==> src/rtl/y_update_engine.sv <==
// Complex accumulate engine: loads a {real,imag} base Y entry and applies up to MAX_TERMS streamed deltas.
// Optional feature macro SATURATE_EN: per-component clamping with sticky ovf; otherwise modulo wrap, ovf=0.
module y_update_engine #(
  parameter int HALF_W    = 24,
  parameter int MAX_TERMS = 4,
  parameter int CNT_W     = 3
) (
  input  logic                clock,
  input  logic                reset,
  input  logic                execute_en,
  input  logic                start,
  input  logic [2*HALF_W-1:0] y_base,
  input  logic [CNT_W-1:0]    n_terms,
  input  logic                delta_valid,
  output logic                delta_ready,
  input  logic [2*HALF_W-1:0] delta_val,
  input  logic                delta_sub,
  output logic [2*HALF_W-1:0] y_out,
  output logic                done,
  output logic                busy,
  output logic                ovf
);

  typedef enum logic [1:0] {IDLE, ACC, DONE} state_t;

  localparam logic [CNT_W-1:0] MAX_CNT = CNT_W'(MAX_TERMS);

`ifdef SATURATE_EN
  localparam logic [HALF_W-1:0] POS_LIM = {1'b0, {(HALF_W-1){1'b1}}};
  localparam logic [HALF_W-1:0] NEG_LIM = {1'b1, {(HALF_W-1){1'b0}}};

  // One guard bit is enough: sum/difference of two HALF_W-bit values fits in HALF_W+1.
  function automatic logic [HALF_W:0] widen(input logic [HALF_W-1:0] a, input logic [HALF_W-1:0] b,
                                            input logic sub);
    return sub ? {a[HALF_W-1], a} - {b[HALF_W-1], b} : {a[HALF_W-1], a} + {b[HALF_W-1], b};
  endfunction

  function automatic logic step_ovf(input logic [HALF_W-1:0] a, input logic [HALF_W-1:0] b,
                                    input logic sub);
    logic [HALF_W:0] wide;
    wide = widen(a, b, sub);
    return wide[HALF_W] ^ wide[HALF_W-1];
  endfunction

  function automatic logic [HALF_W-1:0] step(input logic [HALF_W-1:0] a, input logic [HALF_W-1:0] b,
                                             input logic sub);
    logic [HALF_W:0] wide;
    wide = widen(a, b, sub);
    if (wide[HALF_W] ^ wide[HALF_W-1]) return wide[HALF_W] ? NEG_LIM : POS_LIM;
    return wide[HALF_W-1:0];
  endfunction
`else
  function automatic logic [HALF_W-1:0] step(input logic [HALF_W-1:0] a, input logic [HALF_W-1:0] b,
                                             input logic sub);
    return sub ? a - b : a + b;
  endfunction
`endif

  state_t             state_reg;
  logic [HALF_W-1:0]  acc_re_reg, acc_im_reg;
  logic [CNT_W-1:0]   count_reg, n_lat_reg;
  logic [HALF_W-1:0]  next_re, next_im;
  logic [CNT_W-1:0]   count_inc, n_clamped;
  logic               handshake;

  assign next_re     = step(acc_re_reg, delta_val[2*HALF_W-1:HALF_W], delta_sub);
  assign next_im     = step(acc_im_reg, delta_val[HALF_W-1:0], delta_sub);
  assign count_inc   = count_reg + 1'b1;
  assign n_clamped   = (n_terms > MAX_CNT) ? MAX_CNT : n_terms;
  assign delta_ready = (state_reg == ACC) && execute_en;
  assign handshake   = delta_valid && delta_ready;

`ifdef SATURATE_EN
  logic ovf_reg;
  logic ovf_step;
  assign ovf_step = step_ovf(acc_re_reg, delta_val[2*HALF_W-1:HALF_W], delta_sub)
                  | step_ovf(acc_im_reg, delta_val[HALF_W-1:0], delta_sub);
  assign ovf = ovf_reg;
`else
  assign ovf = 1'b0;
`endif

  always_ff @(posedge clock) begin
    if (!reset) begin
      state_reg  <= IDLE;
      acc_re_reg <= '0;
      acc_im_reg <= '0;
      count_reg  <= '0;
      n_lat_reg  <= '0;
      y_out      <= '0;
      done       <= 1'b0;
      busy       <= 1'b0;
`ifdef SATURATE_EN
      ovf_reg    <= 1'b0;
`endif
    end else begin
      done <= 1'b0;
      case (state_reg)
        IDLE: begin
          if (start && execute_en) begin
            acc_re_reg <= y_base[2*HALF_W-1:HALF_W];
            acc_im_reg <= y_base[HALF_W-1:0];
            count_reg  <= '0;
            n_lat_reg  <= n_clamped;
            busy       <= 1'b1;
`ifdef SATURATE_EN
            ovf_reg    <= 1'b0;
`endif
            // A zero-term update completes straight away with the base value as result.
            if (n_clamped == '0) begin
              y_out     <= y_base;
              done      <= 1'b1;
              state_reg <= DONE;
            end else begin
              state_reg <= ACC;
            end
          end
        end
        ACC: begin
          if (handshake) begin
            acc_re_reg <= next_re;
            acc_im_reg <= next_im;
            count_reg  <= count_inc;
`ifdef SATURATE_EN
            ovf_reg    <= ovf_reg | ovf_step;
`endif
            if (count_inc == n_lat_reg) begin
              y_out     <= {next_re, next_im};
              done      <= 1'b1;
              state_reg <= DONE;
            end
          end
        end
        DONE: begin
          busy      <= 1'b0;
          state_reg <= IDLE;
        end
        default: state_reg <= IDLE;
      endcase
    end
  end

endmodule

==> config.mk <==
export PLATFORM = sky130hd
export DESIGN_NAME = y_update_engine
export DESIGN_NICKNAME = d
export VERILOG_FILES = /design/src/rtl/y_update_engine.sv
export SDC_FILE = /design/constraint.sdc
export NUM_CORES = 1
export LEC_CHECK = 0
export BUFFER_PORTS_ARGS = -buffer_cell sky130_fd_sc_hd__buf_4
export CAP_MARGIN = 20
export CORE_UTILIZATION = 30
export DETAILED_ROUTE_END_ITERATION = 16
export GPL_ROUTABILITY_DRIVEN = 0
export GPL_TIMING_DRIVEN = 0
export PLACE_DENSITY = 0.52
export SKIP_CTS_REPAIR_TIMING = 1
export SKIP_LAST_GASP = 1
export SLEW_MARGIN = 20
export SYNTH_ARGS = -nofsm -noshare
export SYNTH_HDL_FRONTEND = slang
export SYNTH_SLANG_ARGS = --single-unit
==> constraint.sdc <==
create_clock -name clock -period 10.5 [get_ports clock]
set_input_delay 0.525 -clock clock [delete_from_list [all_inputs] [get_ports clock]]
set_output_delay 0.525 -clock clock [all_outputs]
set_load 0.005 [all_outputs]
# == Word-level counts from Yosys, hierarchy flattened ==
# Cells that the tools add are included.
# op_classes
div,0
n_lt_le_gt_ge,1
n_bitwise,0
n_mux,29
reduce_logical,12
n_mul,0
shifts,0
n_addsub,5
n_eq_ne,7
# ops
operator,n
$mux 48,4
$mux 24,6
$pmux 24 s2,2
$pmux 48 s2,1
$add 24x24->24,2
$sub 24x24->24,2
$mux 3,3
$mux 2,4
$ne 2x2->1 const B,3
$pmux 3 s2,1
$reduce_and 3->1,2
$mux 1,5
$reduce_and 5->1,1
$pmux 1 s2,2
$pmux 2 s2,1
$reduce_and 2->1,2
$reduce_bool 2->1,2
$add 3x1->3 const B,1
$eq 3x3->1,1
$gt 3x3->1 const B,1
$logic_and 1x1->1,3
$logic_not 3->1,1
$eq 2x1->1 const B,1
$eq 2x2->1 const B,1
other kinds (2),2
# word_totals
latchBits,0
output_inout_bits,52
mem_count,0
ff_bits,106
ram_bits,0
mem_bits_ro,0

# == Depth between registers and ports, before layout ==
# Gate-level depths: netlist of run 1.
# depth
word_depth,6
depth_mapped,17
ltp_nobuf,15

# == Worst setup path before layout of run 1 ==
# No wires, ideal clock.
# synth_path
path_type,input -> register
from,input delta_val[28]
to,register acc_re_reg[15]
arrival_ps,3664
setup_time_ps,114
n_path_buf,1
cell_stages,14
t_required_ps,10386
setup_slack_ps,6721
path_cell_list,or4_1 > clkbuf_1 > or3_1 > inv_1 > a21oi_1 > xnor2_1 > ha_1 > a21o_1 > o2bb2ai_1 > or3_1 > a21oi_1 > o21ai_0 > xnor2_1 > a2111oi_0
# synth_between
elab_chain_cells,4
word_cells_on_any_way,5
cone_classes,2 x add/sub; 3 x mux
# synth_rtl
element,line,text
start: declaration,16,"input logic [2*HALF_W-1:0] delta_val,"
$add 24x24->24 / $sub 24x24->24 (equally long branches),55,return sub ? a - b : a + b;
$mux 24 (*),55,
$mux 24 (*),120,if (handshake) begin
$pmux 24 s2 (*),98,case (state_reg)
end signal: assignment,101,acc_re_reg <= y_base[2*HALF_W-1:HALF_W];
end signal: assignment,121,acc_re_reg <= next_re;
end: declaration,60,"logic [HALF_W-1:0] acc_re_reg, acc_im_reg;"
# Every way passes the cells marked *; elsewhere a longest branch is shown, timed or not. The select of a mux whose other input is x is not followed.
# A chain may end at the register's enable or synchronous reset.

# == Worst setup path in the final report of run 1 ==
# layout_path
from,input delta_sub
to,register acc_re_reg[23]
# layout_between
elab_chain_cells,3
# layout_rtl
element,line,text
start: declaration,17,"input logic delta_sub,"
$mux 24,55,
$mux 24,120,
$pmux 24 s2,98,
# No other way between the ends. The select of a mux whose other input is x is not followed.

==> flow_summary.ini, run 1 <==
[timing]
final_hold_viol_count = 0
tightest_slew_ns = 1.08
rsz0062_at_grt = no
fin_skew_ns = 0.0106
slew_viol_final = 0
slew_headroom_pct = 27.7
tns_ns = 0
whs_ns = 0.444
fin_crit_sh_pct = 43.9
setup_viol_count_final = 0
fin_crit_ns = 4.61
timing.fmax_mhz = 217

[clock_network]
clock_sinks = 106
clockBufferDepth = 2
root_buffer = clkbuf_16
clk_pin_slew_ns = 0.07
cts_htree_levels = 3
cts_tree = built
clk_latency_ns = 0.36
cts_buffers = 9

[cells_and_area]
drive_gt1_share_pct = 15.6
synthToLayoutAreaGrowth_pct = 24.3
diodes = 0
layout_common_cells = buf_4, a21oi_1, nor2_1
largest_reg_flops = 48
layout_commonest_cell = buf_4
final_area_um2 = 9540
nets = 1342

[power_and_ir_drop]
p_sw_mw = 0.450
powerDensity_nw_per_um2 = 132
p_int_mw = 0.806
p_comb_share_pct = 35.4
finalPower_mw = 1.26
p_clk_share_pct = 29.6
irDropWorstVdd_mv = 0.0774
p_sw_share_pct = 35.8
p_seq_share_pct = 35.0
p_leak_nw = 3.89

[critical_path]
required_ns = 10.78
end_kind = flip-flop
worstPathMaxFanout = 10
cp-start-kind = input port
cp_data_arrival_time_ns = 4.89
critPathKind = in -> reg

[detailed_routing]
drt_iter0_drc = 546
drt-total-wl_um = 30000
vias = 8159
drtPass1Iterations = 5
via_per_inst = 5.38
drc = 0
ant_nets = 0
routedWlPerCell_um = 19.8

[synth]
syn-num-nets = 1178
synth_seq_area_share_pct = 27.7
synth-edff-count = 0
synth_async_sr_flop_share_pct = 0
syn_avg_cell_area_um2 = 7.52
ys_seq_elements = 106
yosysWarnings = 0
synth_ff_type = dfxtp_1
netlist_area_um2 = 7670
syn_inst = 1020
yosys.cell_types.count = 69

[place]
io_buffers = 153
dp_hpwl_um = 23600
place_area_um2 = 9230

[floorplanning]
start_util_pct = 30.6
rows = 58
dieHeight_um = 162
dieArea_um2 = 26200
fp.dieW_um = 162
num_io_pins = 157
coreArea_um2 = 25100

[run_status]
outcome = finished, final reports clean

[global_routing]
grt_start_max_net_pins = 17
grt_pass1_wl_um = 45400
antenna_found_initial = 0
grt-ovfl-total = 0
grt_use_total_pct = 23.0
grt_pass1_vias = 7870

[worst_hold_path]
hold_path_class = in -> reg

[flow_run]
maxCapViolCount = 0
## final timing paths
path | from | end | slack (ns) | cells past startpoint
setup / recovery | delta_sub | acc_re_reg[23] | 5.89 | 13
hold / removal | n_terms[2] | n_lat_reg[2] | 0.44 | 3
setup reg to reg | state_reg[0] | y_out[42] | 7.24 | 10
hold reg to reg | y_out[24] | y_out[24] | 0.46 | 2
## kinds of logic (layout without fill, tap and decap cells)
kind of cell / after synthesis / in the layout / synth area share [%]
XOR/XNOR: 86 / 86 / 9.92
AO/OA/AOI/OAI: 352 / 352 / 28.0
adder cells (fa/ha/maj): 53 / 53 / 8.84
AND/OR/NAND/NOR: 316 / 316 / 19.1
other: 1 / 1 / 0.0489
buffers and inverters: 93 / 260 / 4.73
multiplexers: 13 / 13 / 1.70
flip-flops: 106 / 106 / 27.7
## area by class of cell
cell class / instances / area, um2
multi-input cells: 821 / 5190
plain buffers: 66 / 262
clock inverters: 4 / 76.3
well taps: 330 / 413
inverters: 27 / 101
fillers: 2676 / 15600
repair buffers: 153 / 1150
clock buffers: 10 / 229
flip-flops and latches: 106 / 2120
## metrics by stage
stage	std cells	worst slack, ns	util (%)
2_1_floorplan	1020	6.72	-
3_3_place_gp	1503	5.54	36.8
3_5_place_dp	1503	5.56	36.8
4_1_cts	1517	5.92	38.0
5_1_grt	1517	5.55	38.0
6_report	1517	5.89	38.0
## cell usage after synthesis (3+ instances only)
| master | number | area, um2 |
|---|---|---|
| a221oi_1 | 5 | 43.8 |
| a311oi_1 | 4 | 35.0 |
| o31ai_1 | 6 | 45.0 |
| nor2b_1 | 8 | 50.1 |
| or3_1 | 5 | 31.3 |
| a21oi_1 | 135 | 676 |
| and4_1 | 3 | 26.3 |
| and2_1 | 8 | 50.1 |
| nand4_1 | 12 | 75.1 |
| a211oi_1 | 33 | 248 |
| and3_1 | 5 | 31.3 |
| xnor2_1 | 76 | 666 |
| o211ai_1 | 5 | 37.5 |
| or4_1 | 5 | 37.5 |
| o21bai_1 | 8 | 60.1 |
| a21boi_0 | 3 | 22.5 |
| nand3_1 | 16 | 80.1 |
| dfxtp_1 | 106 | 2120 |
| buf_1 | 7 | 26.3 |
| nor2_1 | 126 | 473 |
| clkbuf_1 | 55 | 206 |
| nand2b_1 | 4 | 25.0 |
| mux2i_1 | 13 | 130 |
| o21ai_0 | 78 | 390 |
| o31a_1 | 3 | 26.3 |
| xor2_1 | 9 | 78.8 |
| nand3b_1 | 3 | 22.5 |
| nor4_1 | 5 | 31.3 |
| nand2_1 | 81 | 304 |
| a31oi_1 | 25 | 156 |
| inv_1 | 26 | 97.6 |
| ha_1 | 51 | 638 |
| nor3_1 | 26 | 130 |
| a21o_1 | 15 | 113 |
| a41oi_1 | 4 | 35.0 |
## metal layers
layer  share of wire, %  wire length (um)  vias to the layer above  track usage [%]
met5                  0                 0                        -                0
met2                 45             13600                      289             37.5
met3                7.2              2170                       46             4.44
li1                   -                 -                     4011                -
met1                 45             13400                     3813             29.9
met4                2.7               820                        0             8.49
## critical path, stage by stage
cell	delay [ns]
clkbuf_1	0.61
clkbuf_1	0.71
nor2_1	0.16
xnor2_1	0.35
ha_1	0.35
and3_1	0.21
a211oi_1	0.30
a21oi_1	0.15
or3_1	0.35
a31o_1	0.30
o41ai_1	0.56
o21ai_0	0.17
a21oi_1	0.15
## power by group through the flow
stage	registers [mW]	logic, mW	clock network (mW)
2_1_floorplan	0.443	0.293	0
5_1_grt	0.442	0.491	0.388
4_1_cts	0.440	0.441	0.376
3_5_place_dp	0.449	0.439	0
6_report	0.440	0.444	0.372
3_3_place_gp	0.449	0.437	0
No activity file was read; power rests on OpenSTA's default activity.
==> run 2: changes to the inputs <==
--- a/config.mk
+++ b/config.mk
@@ -11,7 +11,7 @@
 export DETAILED_ROUTE_END_ITERATION = 16
 export GPL_ROUTABILITY_DRIVEN = 0
 export GPL_TIMING_DRIVEN = 0
-export PLACE_DENSITY = 0.52
+export PLACE_DENSITY = 0.54
 export SKIP_CTS_REPAIR_TIMING = 1
 export SKIP_LAST_GASP = 1
 export SLEW_MARGIN = 20
==> constraint.sdc (replaced) <==
create_clock -name clock -period 4.1 [get_ports clock]
set_input_delay 0.205 -clock clock [delete_from_list [all_inputs] [get_ports clock]]
set_output_delay 0.205 -clock clock [all_outputs]
set_load 0.005 [all_outputs]
==> run 2 against run 1 <==
  * Critical path depth increased by 3
  * Global-route usage decreased by 0.19 points
  * Largest power group unchanged
  * Clock skew increased by 0.00094 ns
  * Count of clock-buffer cells in the layout is the same
  * Clock power rose to 2.5 times the previous value
==> flow_summary.ini, run 2 (synthesis gave the netlist of run 1 again) <==
[flow_run]
maxCapViolCount = 0

[timing]
rsz0062_at_grt = yes
setup_viol_count_final = 0
final_hold_viol_count = 0
fin_crit_ns = 3.94
slew_headroom_pct = 26.0
fin_skew_ns = 0.0115
tightest_slew_ns = 1.11
fin_crit_sh_pct = 96.2
slew_viol_final = 0
tns_ns = 0
timing.fmax_mhz = 254

[cells_and_area]
synthToLayoutAreaGrowth_pct = 24.4
nets = 1341
diodes = 0
layout_common_cells = buf_4, a21oi_1, nor2_1
final_area_um2 = 9550
layout_commonest_cell = buf_4
drive_gt1_share_pct = 16.2
largest_reg_flops = 48

[detailed_routing]
drt-total-wl_um = 30100
vias = 8225
drtPass1Iterations = 7
routedWlPerCell_um = 19.8
ant_nets = 0
drc = 0
drt_iter0_drc = 735
via_per_inst = 5.42

[place]
io_buffers = 153
place_area_um2 = 9230
dp_hpwl_um = 23400

[critical_path]
cp-startpoint = delta_val[28]
cp_data_arrival_time_ns = 4.18
worstPathMaxFanout = 7
end_kind = flip-flop
critPathKind = in -> reg
reg2reg_from = state_reg[0]
cp-start-kind = input port
required_ns = 4.34

[floorplanning]
num_io_pins = 157
fp.dieW_um = 162
start_util_pct = 30.6
coreArea_um2 = 25100
dieHeight_um = 162
dieArea_um2 = 26200
rows = 58

[power_and_ir_drop]
p_leak_nw = 3.91
p_comb_share_pct = 35.6
powerDensity_nw_per_um2 = 335
p_sw_mw = 1.19
p_sw_share_pct = 37.0
p_int_mw = 2.02
irDropWorstVdd_mv = 0.211
p_seq_share_pct = 35.2
p_clk_share_pct = 29.3

[clock_network]
clockBufferDepth = 2
clk_pin_slew_ns = 0.08
cts_htree_levels = 3
cts_tree = built
clk_latency_ns = 0.37
clock_sinks = 106
root_buffer = clkbuf_16
cts_buffers = 9

[global_routing]
antenna_found_initial = 1
grt-ovfl-total = 0
grt_use_total_pct = 22.8
grt_pass1_wl_um = 44600
grt_start_max_net_pins = 19
grt_pass1_vias = 7794

[worst_hold_path]
hold_path_class = in -> reg
worstHoldStart = n_terms[2]

[run_status]
outcome = finished, final reports clean
-- run 2: path summary, 6_finish.rpt --
| kind | cells after the start | end | slack (ns) |
|---|---|---|---|
| setup reg to reg | 10 | y_out[41] | 0.92 |
| setup / recovery | 16 | y_out[46] | 0.16 |
| hold reg to reg | 2 | y_out[26] | 0.46 |
| hold / removal | 3 | n_lat_reg[2] | 0.11 |
-- run 2: metrics by stage --
stage / instances / utilization, % / hold slack [ns] / power, mW / setup WS (ns)
finish: 1518 / 38.0 / 0.106 / 3.20 / 0.156
global route: 1518 / 38.0 / 0.104 / 3.37 / -0.147
floorplan: 1020 / - / 0.341 / 1.88 / 0.641
CTS: 1519 / 38.0 / 0.101 / 3.19 / -0.0559
global placement: 1503 / 36.8 / 0.439 / 2.26 / -0.428
detailed placement: 1503 / 36.8 / 0.449 / 2.26 / -0.431
-- run 2: critical path, cell delays in order --
cell,delay (ns)
buf_4,0.13
or4_1,0.60
clkbuf_1,0.21
nor4b_2,0.43
and2_1,0.30
nor2_1,0.08
xnor2_1,0.15
ha_1,0.27
clkbuf_1,0.29
nand2_1,0.18
o21ai_0,0.24
a21oi_2,0.10
o41ai_1,0.49
xor2_1,0.12
mux2i_1,0.26
a21oi_1,0.12
-- run 2: metal layers --
metal | part of all wire [%] | track usage [%]
met1 | 44 | 29.4
met2 | 46 | 37.0
met3 | 6.9 | 4.09
met4 | 3.3 | 9.82
met5 | 0 | 0
-- run 2: power groups by stage --
stage / Clock (mW) / Combinational [mW] / Sequential, mW
2_1_floorplan: 0 / 0.750 / 1.13
3_3_place_gp: 0 / 1.11 / 1.15
3_5_place_dp: 0 / 1.12 / 1.15
4_1_cts: 0.943 / 1.12 / 1.12
5_1_grt: 0.984 / 1.25 / 1.13
6_report: 0.937 / 1.14 / 1.13
-- run 2: cell type report --
class,instances,area (um2)
Timing Repair Buffer,153,1150
Tap cell,330,413
Clock inverter,6,72.6
Buffer,65,262
Sequential cell,106,2120
Clock buffer,10,229
Multi-Input combinational cell,821,5200
Fill cell,2709,15600
Inverter,27,101
